==> src/rtl/resp_demux2.sv <==
// Registered 1-to-2 response router: one valid/ready stream steered per beat by
// in_sel into one of two independent output FIFOs, each with its own consumer.
module resp_demux2_fifo #(
    parameter int DATA_W = 32,
    parameter int DEPTH  = 2,
    parameter int CW     = $clog2(DEPTH) + 1
) (
    input  logic              clk,
    input  logic              rst,
    input  logic              push_i,
    input  logic [DATA_W-1:0] wdata_i,
    input  logic              ready_i,
    output logic              full_o,
    output logic              valid_o,
    output logic [DATA_W-1:0] data_o,
    output logic [CW-1:0]     count_o
);
    localparam int AW = $clog2(DEPTH);

    logic [DEPTH-1:0][DATA_W-1:0] mem_q;
    logic [AW-1:0]                wptr_q, wptr_d;
    logic [AW-1:0]                rptr_q, rptr_d;
    logic [CW-1:0]                count_q, count_d;
    logic                         pop;

    assign valid_o = (count_q != '0);
    assign full_o  = (count_q == CW'(DEPTH));
    assign pop     = valid_o & ready_i;
    assign data_o  = valid_o ? mem_q[rptr_q] : '0;
    assign count_o = count_q;

    // Pointers wrap naturally since DEPTH is a power of two; only the count
    // tells full from empty.
    always_comb begin
        wptr_d  = push_i ? wptr_q + 1'b1 : wptr_q;
        rptr_d  = pop    ? rptr_q + 1'b1 : rptr_q;
        count_d = count_q;
        case ({push_i, pop})
            2'b10:   count_d = count_q + 1'b1;
            2'b01:   count_d = count_q - 1'b1;
            default: count_d = count_q;
        endcase
    end

    always_ff @(posedge clk or posedge rst) begin
        if (rst) begin
            wptr_q  <= '0;
            rptr_q  <= '0;
            count_q <= '0;
        end else begin
            wptr_q  <= wptr_d;
            rptr_q  <= rptr_d;
            count_q <= count_d;
        end
    end

    always_ff @(posedge clk) begin
        if (push_i) mem_q[wptr_q] <= wdata_i;
    end
endmodule

module resp_demux2 #(
    parameter  int DATA_W = 32,
    parameter  int DEPTH  = 2,
    localparam int CW     = $clog2(DEPTH) + 1
) (
    input  logic              clk,
    input  logic              rst,
    input  logic              in_valid,
    output logic              in_ready,
    input  logic [DATA_W-1:0] in_data,
    input  logic              in_sel,
    output logic              out0_valid,
    input  logic              out0_ready,
    output logic [DATA_W-1:0] out0_data,
    output logic [CW-1:0]     out0_count,
    output logic              out1_valid,
    input  logic              out1_ready,
    output logic [DATA_W-1:0] out1_data,
    output logic [CW-1:0]     out1_count
);
    logic [1:0]             push, full, valid, ready;
    logic [1:0][DATA_W-1:0] data;
    logic [1:0][CW-1:0]     count;

    // Ready depends only on the selected port's occupancy, so a stalled port
    // never holds back beats bound for the other one.
    assign in_ready = ~full[in_sel];
    assign push[0]  = in_valid & in_ready & ~in_sel;
    assign push[1]  = in_valid & in_ready &  in_sel;
    assign ready    = {out1_ready, out0_ready};

    for (genvar p = 0; p < 2; p++) begin : g_port
        resp_demux2_fifo #(.DATA_W(DATA_W), .DEPTH(DEPTH), .CW(CW)) u_fifo (
            .clk     (clk),
            .rst     (rst),
            .push_i  (push[p]),
            .wdata_i (in_data),
            .ready_i (ready[p]),
            .full_o  (full[p]),
            .valid_o (valid[p]),
            .data_o  (data[p]),
            .count_o (count[p])
        );
    end

    assign out0_valid = valid[0];
    assign out0_data  = data[0];
    assign out0_count = count[0];
    assign out1_valid = valid[1];
    assign out1_data  = data[1];
    assign out1_count = count[1];
endmodule
==> config.mk <==
export PLATFORM = sky130hd
export DESIGN_NAME = resp_demux2
export DESIGN_NICKNAME = d
export VERILOG_FILES = /design/src/rtl/resp_demux2.sv
export SDC_FILE = /design/constraint.sdc
export NUM_CORES = 1
export LEC_CHECK = 0
export BUFFER_PORTS_ARGS = -buffer_cell sky130_fd_sc_hd__buf_4
export CORE_ASPECT_RATIO = 2
export CORE_MARGIN = 3
export CORE_UTILIZATION = 25
export CTS_CLUSTER_SIZE = 20
export DETAILED_ROUTE_END_ITERATION = 6
export GPL_ROUTABILITY_DRIVEN = 0
export PLACE_DENSITY_LB_ADDON = 0.15
export RECOVER_POWER = 50
export SLEW_MARGIN = 20
export SYNTH_ARGS = -nofsm -noshare
export SYNTH_HDL_FRONTEND = slang
export SYNTH_SLANG_ARGS = --single-unit
==> constraint.sdc <==
create_clock -name clk -period 6.5 [get_ports clk]
set_input_delay 0.65 -clock clk [delete_from_list [all_inputs] [get_ports clk]]
set_output_delay 0.65 -clock clk [all_outputs]
set_load 0.05 [all_outputs]
### Word level (Yosys, flattened, before mapping)

Cells that the tools add are included.
W data, S select, Z words.

| operators by class | value |
|---|---|
| add/sub/neg operators | 8 |
| multiplexer cells | 16 |
| eq/ne operators | 6 |
| bitwise operators | 7 |
| magnitude comparators | 7 |
| reductions and logical operators | 6 |

Operators with widths:

| operator | number |
|---|---|
| $mux W32 | 8 |
| $bwmux W64 | 2 |
| $demux W32 S1 | 2 |
| $lt A1 B2 Y1 const B | 5 |
| $eq A2 B2 Y1 const B | 4 |
| $pmux W2 S2 | 2 |
| $reduce_bool A2 Y1 | 4 |
| $and A1 B1 Y1 | 5 |
| $add A1 B1 Y1 const B | 4 |
| $add A2 B1 Y2 const B | 2 |
| $eq A2 B1 Y1 const B | 2 |
| $sub A2 B1 Y2 const B | 2 |
| $ge A1 B1 Y1 const B | 2 |
| $logic_and A1 B1 Y1 | 2 |
| $mux W1 | 2 |
| $not A1 Y1 | 2 |

| storage, ports and cells | value |
|---|---|
| register bits | 136 |
| input bits | 38 |
| output and inout bits | 71 |
| logic and storage cells | 60 |

### Longest topological paths before layout

Gate-level depths: netlist (run 1).

| depth | value |
|---|---|
| depth after elaboration | 8 |
| depth in mapped cells | 7 |
| mapped depth without buffers | 7 |

### Hierarchy

A second synthesis (run 1) with hierarchy kept.

| second synthesis, totals | value |
|---|---|
| cell total of the unflattened synthesis | 311 |
| area total of the unflattened synthesis | 5283.8 µm² |

By module, submodules not included:

| module | cells each | sequential area each (µm²) | area an instance (µm²) | instances |
|---|---|---|---|---|
| resp_demux2_fifo | 154 | 2021.9 | 2628.8 | 2 |
| resp_demux2 | 3 | 0.0 | 26.3 | 1 |

### Worst setup path before layout (run 1)

Ideal clock, no wire load.

| timing | value |
|---|---|
| path type | register -> register |
| from | register g_port[0].u_fifo.count_q[0] |
| to | register g_port[0].u_fifo.mem_q[0] (netlist name) (enable) |
| data required time | 6079 ps |
| buffers on the path | 0 |
| clock period less this slack | 2852 ps |
| setup slack | 3648 ps |
| stages on the path, launching flop included | 4 |
| library setup time | 421 ps |
| arrival | 2431 ps |
| cells stage by stage | dfrtp_1 -> nand2b_1 -> nand3b_2 -> nor2_1 |

| between the ends | value |
|---|---|
| cells in the longest elaborated chain, start to end | 6 |

RTL lines:

| item | RTL line | text |
|---|---|---|
| from (decl) | 23 | `logic [CW-1:0] count_q, count_d;` |
| from (signal assigned) | 53 | `count_q <= count_d;` |
| $eq A2 B2 Y1 | 27 | `assign full_o = (count_q == CW'(DEPTH));` |
| $mux W1 (not written as such) (2 in series) | 88 | `assign in_ready = ~full[in_sel];` |
| $not A1 Y1 | 88 |  |
| $and A1 B1 Y1 (2 in series) | 89 | `assign push[0] = in_valid & in_ready & ~in_sel;` |
| to (signal, indexed assignment) | 58 | `if (push_i) mem_q[wptr_q] <= wdata_i;` |
| to (decl) | 20 | `logic [DEPTH-1:0][DATA_W-1:0] mem_q;` |

No other way between the ends. The select of a mux whose other input is x is not followed.
A chain may end at the register's enable or synchronous reset.

### Worst setup path in the final report (run 1)

| timing | value |
|---|---|
| from | register g_port[0].u_fifo.rptr_q |
| to | output port out0_data[15] |

| between the ends | value |
|---|---|
| cells in the longest elaborated chain, start to end | 3 |

RTL lines:

| item | RTL line | text |
|---|---|---|
| from (decl) | 22 | `logic [AW-1:0] rptr_q, rptr_d;` |
| from (signal assigned) | 52 | `rptr_q <= rptr_d;` |
| $mux W32 (not written as such) (2 in series) | 29 | `assign data_o = valid_o ? mem_q[rptr_q] : '0;` |
| $mux W32 | 29 |  |
| to (decl) | 75 | `output logic [DATA_W-1:0] out0_data,` |

No other way between the ends. The select of a mux whose other input is x is not followed.

==> results_dict.tcl, run 1 <==
set metrics [dict create \
    status "finished, violations left" \
    violations "capacitance limit, slew limit" \
    ys_top_cells_by_area "edfxtp_1 (73%), mux2i_1 (12%), nor2_1 (5.0%)" \
    first_iter_violations 100 \
    ant_nets 0 \
    multi_input_area_um2 1100 \
    critPathLaunchType "flop" \
    grt_pass1_vias 3190 \
    rsz0062_at_grt "false" \
    fin_area_um2 6830 \
    synth_top_area_frac 0.728 \
    fin_cells 706 \
    final_common_cell "edfxtp_1" \
    synth_mux_area_frac 0.124 \
    syn-cell-area_um2 5280 \
    synth_cell_type_count 17 \
    fin_crit_ns 2.81 \
    end_kind "primary output" \
    overflow 0 \
    ios 109 \
    cts-hold-fix-buffers 0 \
    core-area_um2 20600 \
    grt_max_degree 34 \
    die_y_um 211 \
    yosysSeqAreaShare 0.766 \
    synthSimpleGateAreaFrac 0.0638 \
    cts_buffer_depth 2 \
    diodes 0 \
    post_cts_resize_count 0 \
    relSlewSlack -0.178 \
    max_cap_violations 1 \
    grt_pass1_wl_um 18600 \
    r2r.worst_path.cells 4 \
    die_w_um 109 \
    setup_viol 0 \
    cts_buffers 17 \
    maxSlewViolCount 17 \
    rows 74 \
    cts_sinks 136 \
    wire_per_inst_um 17.4 \
    drt_pre_antenna_iters 4 \
    grtUsageTotal 0.113 \
    layout-drive-gt1-share 0.255 \
    crit_required_ns 5.85 \
    post_cts_buffers 0 \
    antenna_found_initial 1 \
    finalSetupTns_ns 0 \
    r2r_end "g_port[0].u_fifo.mem_q[4]" \
    cp-startpoint "g_port[0].u_fifo.rptr_q" \
    drc 0 \
    r2r_slack_ns 3.72 \
    vias_per_cell 4.05 \
    initial_core_util 0.257 \
    syn_avg_cell_area_um2 17.0 \
    synth_area_leader_cell "edfxtp_1" \
    synth_top_family_by_area "multiplexers" \
    path_class "reg -> out" \
    fin_nets 467 \
    postLayoutCoreUtil 0.332 \
    vias 2856 \
    setup.worst_path.end "out0_data[15]" \
    finalWirelength_um 12300 \
    area_delta_synth_final_pct 29.5 \
    fin_skew_ns 0.00898 \
    synth-seq-cells 136 \
    dieArea_um2 23000 \
    fill_cells 2081 \
    cp_max_fo 33 \
    syn_inst 310 \
    cts_root_buffer "clkbuf_16" \
    synth.net_count 350 \
    synth-adder-area-share 0.00474 \
    final_cell_mix "edfxtp_1 (128), buf_4 (74), nor2_1 (69)" \
    hold_violations 0 \
    hp-class "in -> async" \
    min_period_over_period 0.432 \
    cp_data_arrival_time_ns 2.16 \
    placed_area_um2 6360 \
    clk_pin_slew_ns 0.06 \
    port_buffers 108 \
    ys_warn_count 0 \
    cts_max_level 4 \
    clk_latency_ns 0.41 \
    worst_slew_pin_slew_ns 1.76 \
    synth_compound_area_frac 0 \
    synth_xor_area_frac 0.0166 \
    cts_tree "built" \
    dpl.hpwl_um 7840 \
    placed_cells 673 \
    regArea_um2 4050 \
    r2r-start "g_port[0].u_fifo.count_o[0]" \
    fmax_ghz 0.356 \
]
==> per-layer routing <==
metal	track usage	routed length, um	vias to the layer above	share of wire
li1	-	-	1363	-
met2	0.214	7230	62	0.59
met3	0.0317	529	15	0.043
met1	0.111	4270	1414	0.35
met4	0.0510	219	2	0.018
met5	0	13	-	0.0011
==> through the flow <==
stage | worst slack [ns] | hold WS, ns
after floorplan | 3.65 | 0.466
after global placement | 4.08 | 0.537
after detailed placement | 4.05 | 0.550
after CTS | 3.60 | 0.177
after global routing | 3.45 | 0.209
final | 3.69 | 0.187
==> worst min-delay path by stage <==
stage	depth (start not counted)	from	endpoint	slack (ns)
after CTS	2	rst	g_port[1].u_fifo.count_o[0]	0.18
after global placement	1	g_port[0].u_fifo.wptr_q	g_port[0].u_fifo.wptr_q	0.54
after floorplan	1	rst	g_port[0].u_fifo.count_o[0]	0.47
after detailed placement	1	g_port[1].u_fifo.wptr_q	g_port[1].u_fifo.wptr_q	0.55
final	2	rst	g_port[0].u_fifo.count_o[1]	0.19
after global routing	2	rst	g_port[0].u_fifo.count_o[1]	0.21
==> state kept, by name, indices dropped and copies added (netlist names) <==
| name | count |
|---|---|
| g_port.u_fifo.count_o | 4 |
| g_port.u_fifo.mem_q | 128 |
| g_port.u_fifo.rptr_q | 2 |
| g_port.u_fifo.wptr_q | 2 |
==> cells by family (layout without fill, tap and decap cells) <==
group | after synthesis | in the layout
and+or+nand+nor | 78 | 78
adders and majority gates | 2 | 2
buffers and inverters | 19 | 149
xor gates and xnor gates | 10 | 10
muxes | 65 | 65
DFF | 136 | 136
==> synthesized netlist by cell type (all sizes together) <==
cell type	count
and2	2
buf	14
dfrtp	8
edfxtp	128
ha	2
inv	5
mux2	1
mux2i	64
nand2b	2
nand3	1
nand3b	1
nor2	72
xnor2	6
xor2	4
==> worst max-delay path, cell delays in order, from the launching register on <==
cell and delay [ns]:
dfrtp_2 1.06, mux2i_1 0.17, nor2_1 0.25, buf_4 0.25
==> cell type report <==
| type | count | share of cell area |
|---|---|---|
| Clock buffer | 18 | 0.0628 |
| Clock inverter | 14 | 0.0265 |
| Inverter | 5 | 0.00275 |
| Multi-Input combinational cell | 155 | 0.161 |
| Sequential cell | 136 | 0.592 |
| Tap cell | 266 | 0.0487 |
| Timing Repair Buffer | 112 | 0.106 |
Power of run 1 is not shown: default switching activity piles up to over one toggle a cycle in this logic, so the estimate is an artifact.
==> run 2: changes to the inputs <==
--- a/config.mk
+++ b/config.mk
@@ -5,6 +5,7 @@
 export SDC_FILE = /design/constraint.sdc
 export NUM_CORES = 1
 export LEC_CHECK = 0
+export ABC_AREA = 1
 export BUFFER_PORTS_ARGS = -buffer_cell sky130_fd_sc_hd__buf_4
 export CORE_ASPECT_RATIO = 2
 export CORE_MARGIN = 3
==> constraint.sdc (replaced) <==
create_clock -name clk -period 2.9 [get_ports clk]
set_input_delay 0.29 -clock clk [delete_from_list [all_inputs] [get_ports clk]]
set_output_delay 0.29 -clock clk [all_outputs]
set_load 0.05 [all_outputs]
==> run 2 against run 1 <==
The run now ends clean. First-iteration DRC count up 34%. Die area up 1.6%. Count of clock-buffer cells in the layout unchanged. Sequential share of layout area down 0.82 points. Highest routed layer is now met4. Synthesized cell count up 28%.
==> results_dict.tcl, run 2 <==
set metrics [dict create \
    grt_pass1_wl_um 21400 \
    hp-class "in -> reg" \
    relSlewSlack 0.265 \
    regMostFlops "g_port.u_fifo.mem_q" \
    status "complete, no violations" \
    fmax_ghz 0.436 \
    syn-cell-area_um2 5360 \
    yosysSeqAreaShare 0.754 \
    setup_viol 0 \
    cts_buffers 17 \
    layout-drive-gt1-share 0.293 \
    use_met3 0.0290 \
    antenna_found_initial 0 \
    initial_core_util 0.255 \
    cp_data_arrival_time_ns 2.00 \
    core-area_um2 21000 \
    grt_pass1_vias 3536 \
    r2r.worst_path.cells 3 \
    first_iter_violations 134 \
    max_stage_delay_ns 0.52 \
    cts_buffer_depth 2 \
    vias_per_cell 4.17 \
    cp_cell_sequence "inv_2 -> nand2_1 -> a21oi_1 -> buf_4" \
    grt_use_met1 0.130 \
    syn_avg_cell_area_um2 13.5 \
    ys_warn_count 0 \
    worst_slew_pin_slew_ns 1.10 \
    die_w_um 110 \
    postLayoutCoreUtil 0.330 \
    grtUsageTotal 0.129 \
    max_cap_violations 0 \
    grt_max_degree 34 \
    finalWirelength_um 14600 \
    diodes 0 \
    path_depth 4 \
    syn_inst 396 \
    crit_family "buffers and inverters" \
    cts_tree "built" \
    busiest_layer "met2" \
    setup_ws_ns 0.606 \
    synth_cell_type_count 23 \
    synthTopCellsByCount "nand2_1 (137), edfxtp_1 (128), a21oi_1 (37)" \
    die_y_um 213 \
    drc 0 \
    wire_per_inst_um 18.4 \
    async_reset_ff_frac 0.0588 \
    cp_slowest_cell "inv_2" \
    vias 3309 \
    min_period_over_period 0.791 \
    ys.flop_type "edfxtp_1" \
    area_delta_synth_final_pct 29.2 \
    fin_crit_ns 2.29 \
    ys_top_cells_by_area "edfxtp_1 (72%), nand2_1 (9.6%), a21oi_2 (4.7%)" \
    ant_nets 0 \
    clk_latency_ns 0.42 \
    largest_reg_flops 128 \
    cts_root_buffer "clkbuf_16" \
    dieArea_um2 23400 \
    ios 109 \
    cp-startpoint "g_port[1].u_fifo.rptr_q" \
    hold_path_depth 1 \
    crit_required_ns 2.61 \
    fin_skew_ns 0.0108 \
    path_class "reg -> out" \
    dpl.hpwl_um 9620 \
    finalSetupTns_ns 0 \
    clk_pin_slew_ns 0.07 \
    place_ws_ns 0.838 \
    synth_edf_count 128 \
    critPathLaunchType "flop" \
    cts_sinks 136 \
    final_common_cell "nand2_1" \
    r2r-start "g_port[0].u_fifo.count_o[0]" \
    cp_max_fo 32 \
    crit_buf_inv 2 \
    cts_max_level 4 \
    synth.net_count 436 \
    synth_area_leader_cell "edfxtp_1" \
    post_cts_resize_count 0 \
    rows 75 \
    drt_pre_antenna_iters 4 \
    use_met2 0.249 \
    final_cell_mix "nand2_1 (137), edfxtp_1 (128), buf_4 (76)" \
    hold_path.startpoint "in_data[8]" \
    end_kind "primary output" \
    rsz0062_at_grt "false" \
    fin_nets 552 \
    synth-seq-cells 136 \
    maxSlewViolCount 0 \
    hold_violations 0 \
    yosysMostFrequentCell "nand2_1" \
    overflow 0 \
    synth_top_area_frac 0.717 \
    port_buffers 108 \
]
==> run 2: worst paths after layout <==
check                                                    to  slack (ns)
worst max-delay path                          out1_data[22]        0.61
worst min-delay path              g_port[1].u_fifo.mem_q[8]        0.14
worst max register to register   g_port[0].u_fifo.mem_q[62]        0.76
worst min register to register      g_port[0].u_fifo.wptr_q        0.49
max in group asynchronous           g_port[0].u_fifo.rptr_q        2.19
min in group asynchronous       g_port[1].u_fifo.count_o[1]        0.41
==> run 2: metrics by stage <==
step	hold WS (ns)	instances	instance area [um^2]
after global routing	0.130	794	6930
after CTS	0.0488	794	7080
after floorplan	0.106	396	5360
after detailed placement	0.296	761	6460
final	0.142	794	6930
after global placement	0.273	761	6460
==> run 2: timing repair <==
| action | CTS | global route |
|---|---|---|
| endpoints found under the setup margin | 0 | 0 |
| setup buffers | 0 | 0 |
| hold buffers | 1 | 0 |
| hold endpoints to repair | 8 | 0 |
==> run 2: cell type report <==
class | instances | area, um^2
repair buffers | 117 | 751
clock inverters | 14 | 174
inverters | 16 | 60.1
flip-flops and latches | 136 | 4050
clock buffers | 18 | 429
fillers | 2159 | 14100
well taps | 269 | 337
multi-input cells | 224 | 1130
==> run 2: cell families (layout without fill, tap and decap cells) <==
logic type                 after synthesis  count (layout)  synth area share
AOI/OAI and AO/OA                       68              68            0.0851
xor gates and xnor gates                 6               6           0.00980
adders and majority gates                2               2           0.00466
buffers and inverters                   36             165            0.0376
DFF                                    136             136             0.754
and+or+nand+nor                        148             148             0.109
==> run 2: per-layer routing <==
layer  share of wire  vias up
met5               0        -
met4           0.018        0
met3           0.034       13
met2            0.59       82
met1            0.36     1608
li1                -     1606
Power of run 2 is left out for the same reason.
==> run 3: changes to the inputs <==
==> constraint.sdc (replaced) <==
create_clock -name clk -period 2.2 [get_ports clk]
set_input_delay 0.22 -clock clk [delete_from_list [all_inputs] [get_ports clk]]
set_output_delay 0.22 -clock clk [all_outputs]
set_load 0.05 [all_outputs]
==> run 3 against run 2 <==
Flip-flop and latch count is the same. Critical path depth unchanged. Worst hold slack lost 0.041 ns. Cell area is 2.6% higher. Global-route usage down 0.32 points. Setup slack lost 0.42 ns. Largest cell class unchanged.
==> results_dict.tcl, run 3 (synthesized netlist as in run 2, its figures left out) <==
set metrics [dict create \
    final_common_cell "nand2_1" \
    vias 3432 \
    finalSetupTns_ns 0 \
    rsz0062_at_grt "false" \
    finalWirelength_um 14100 \
    grt_pass1_vias 3633 \
    worst_slew_pin_slew_ns 0.932 \
    layout-drive-gt1-share 0.291 \
    dieArea_um2 23400 \
    critPathLaunchType "flop" \
    antenna_found_initial 1 \
    diodes 0 \
    final_cell_mix "nand2_1 (137), edfxtp_1 (128), buf_4 (78)" \
    min_period_over_period 0.915 \
    dpl.hpwl_um 9460 \
    grtUsageTotal 0.126 \
    setup_ws_ns 0.187 \
    area_delta_synth_final_pct 32.6 \
    busiest_layer "met2" \
    vias_per_cell 4.25 \
    end_kind "primary output" \
    fin_crit_ns 2.01 \
    max_cap_violations 0 \
    drt_pre_antenna_iters 4 \
    ant_nets 0 \
    post_cts_buffers 0 \
    regMostFlops "g_port.u_fifo.mem_q" \
    relSlewSlack 0.379 \
    overflow 0 \
    crit_required_ns 1.98 \
    cts_tree "built" \
    fin_skew_ns 0.00669 \
    grt_max_degree 34 \
    die_w_um 110 \
    use_met3 0.0269 \
    initial_core_util 0.255 \
    hold_violations 0 \
    largest_reg_flops 128 \
    cts_sinks 136 \
    path_class "reg -> out" \
    cp_max_fo 33 \
    ios 109 \
    clk_pin_slew_ns 0.06 \
    grt_use_met1 0.121 \
    rows 75 \
    cts_max_level 4 \
    first_iter_violations 134 \
    hp-class "in -> reg" \
    cts_buffers 17 \
    holdWs_ns 0.101 \
    maxSlewViolCount 0 \
    cp_data_arrival_time_ns 1.79 \
    cts_root_buffer "clkbuf_16" \
    wire_per_inst_um 17.5 \
    fin_nets 568 \
    fill_cells 2153 \
    die_y_um 213 \
    status "complete, no violations" \
    grt_pass1_wl_um 21100 \
    use_met2 0.243 \
    fmax_ghz 0.497 \
    port_buffers 108 \
    cts_buffer_depth 2 \
    drc 0 \
    clk_latency_ns 0.41 \
    setup_viol 0 \
    core-area_um2 21000 \
    place_ws_ns 0.441 \
]
==> run 3: cell count changes in the layout (fill, tap and decap cells not counted), sizes merged <==
cell / change
inv: -1
buf: +6
dlygate4sd3: +11
clkbuf: -2
==> run 3: path summary, 6_finish.rpt <==
path                                                  start                     endpoint  slack [ns]  cells past startpoint
worst min-delay path                            in_data[14]   g_port[0].u_fifo.mem_q[46]        0.10                      1
worst max-delay path                g_port[0].u_fifo.rptr_q                 out0_data[9]        0.19                      4
min in group asynchronous                               rst  g_port[0].u_fifo.count_o[1]        0.35                      3
worst min register to register      g_port[1].u_fifo.wptr_q      g_port[1].u_fifo.wptr_q        0.48                      2
max in group asynchronous                               rst      g_port[1].u_fifo.rptr_q        1.56                      3
worst max register to register  g_port[1].u_fifo.count_o[0]   g_port[1].u_fifo.mem_q[21]        0.30                      5
==> run 3: final cells by class <==
cell class | count | area, um^2 | share of cell area
flip-flops and latches | 136 | 4050 | 0.569
repair buffers | 133 | 953 | 0.134
clock inverters | 13 | 155 | 0.0218
well taps | 269 | 337 | 0.0473
multi-input cells | 224 | 1130 | 0.159
inverters | 16 | 62.6 | 0.00880
clock buffers | 17 | 425 | 0.0598
==> run 3: stage by stage <==
| stage | instance area, um^2 | cells | util |
|---|---|---|---|
| finish | 7110 | 808 | 0.338 |
| global route | 7110 | 808 | 0.338 |
| CTS | 7270 | 808 | 0.346 |
| detailed placement | 6570 | 766 | 0.312 |
| global placement | 6570 | 766 | 0.312 |
| floorplan | 5380 | 396 | - |
==> run 3: what timing repair did <==
action / in CTS / in global routing
resized for setup: 1 / 0
hold buffers: 12 / 0
endpoints found under the setup margin: 3 / 0
hold endpoints to repair: 48 / 0
==> run 3: layer usage <==
layer	up-vias	routed length, um
li1	1634	-
met5	-	13
met3	25	491
met1	1685	4880
met4	2	426
met2	86	8300
==> run 3: worst max-delay path, stage by stage (launching register included) <==
cell     delay (ns)
dfrtp_2        0.38
buf_4          0.39
nand2_1        0.12
a21oi_2        0.25
buf_4          0.24
Power of run 3 is left out for the same reason.
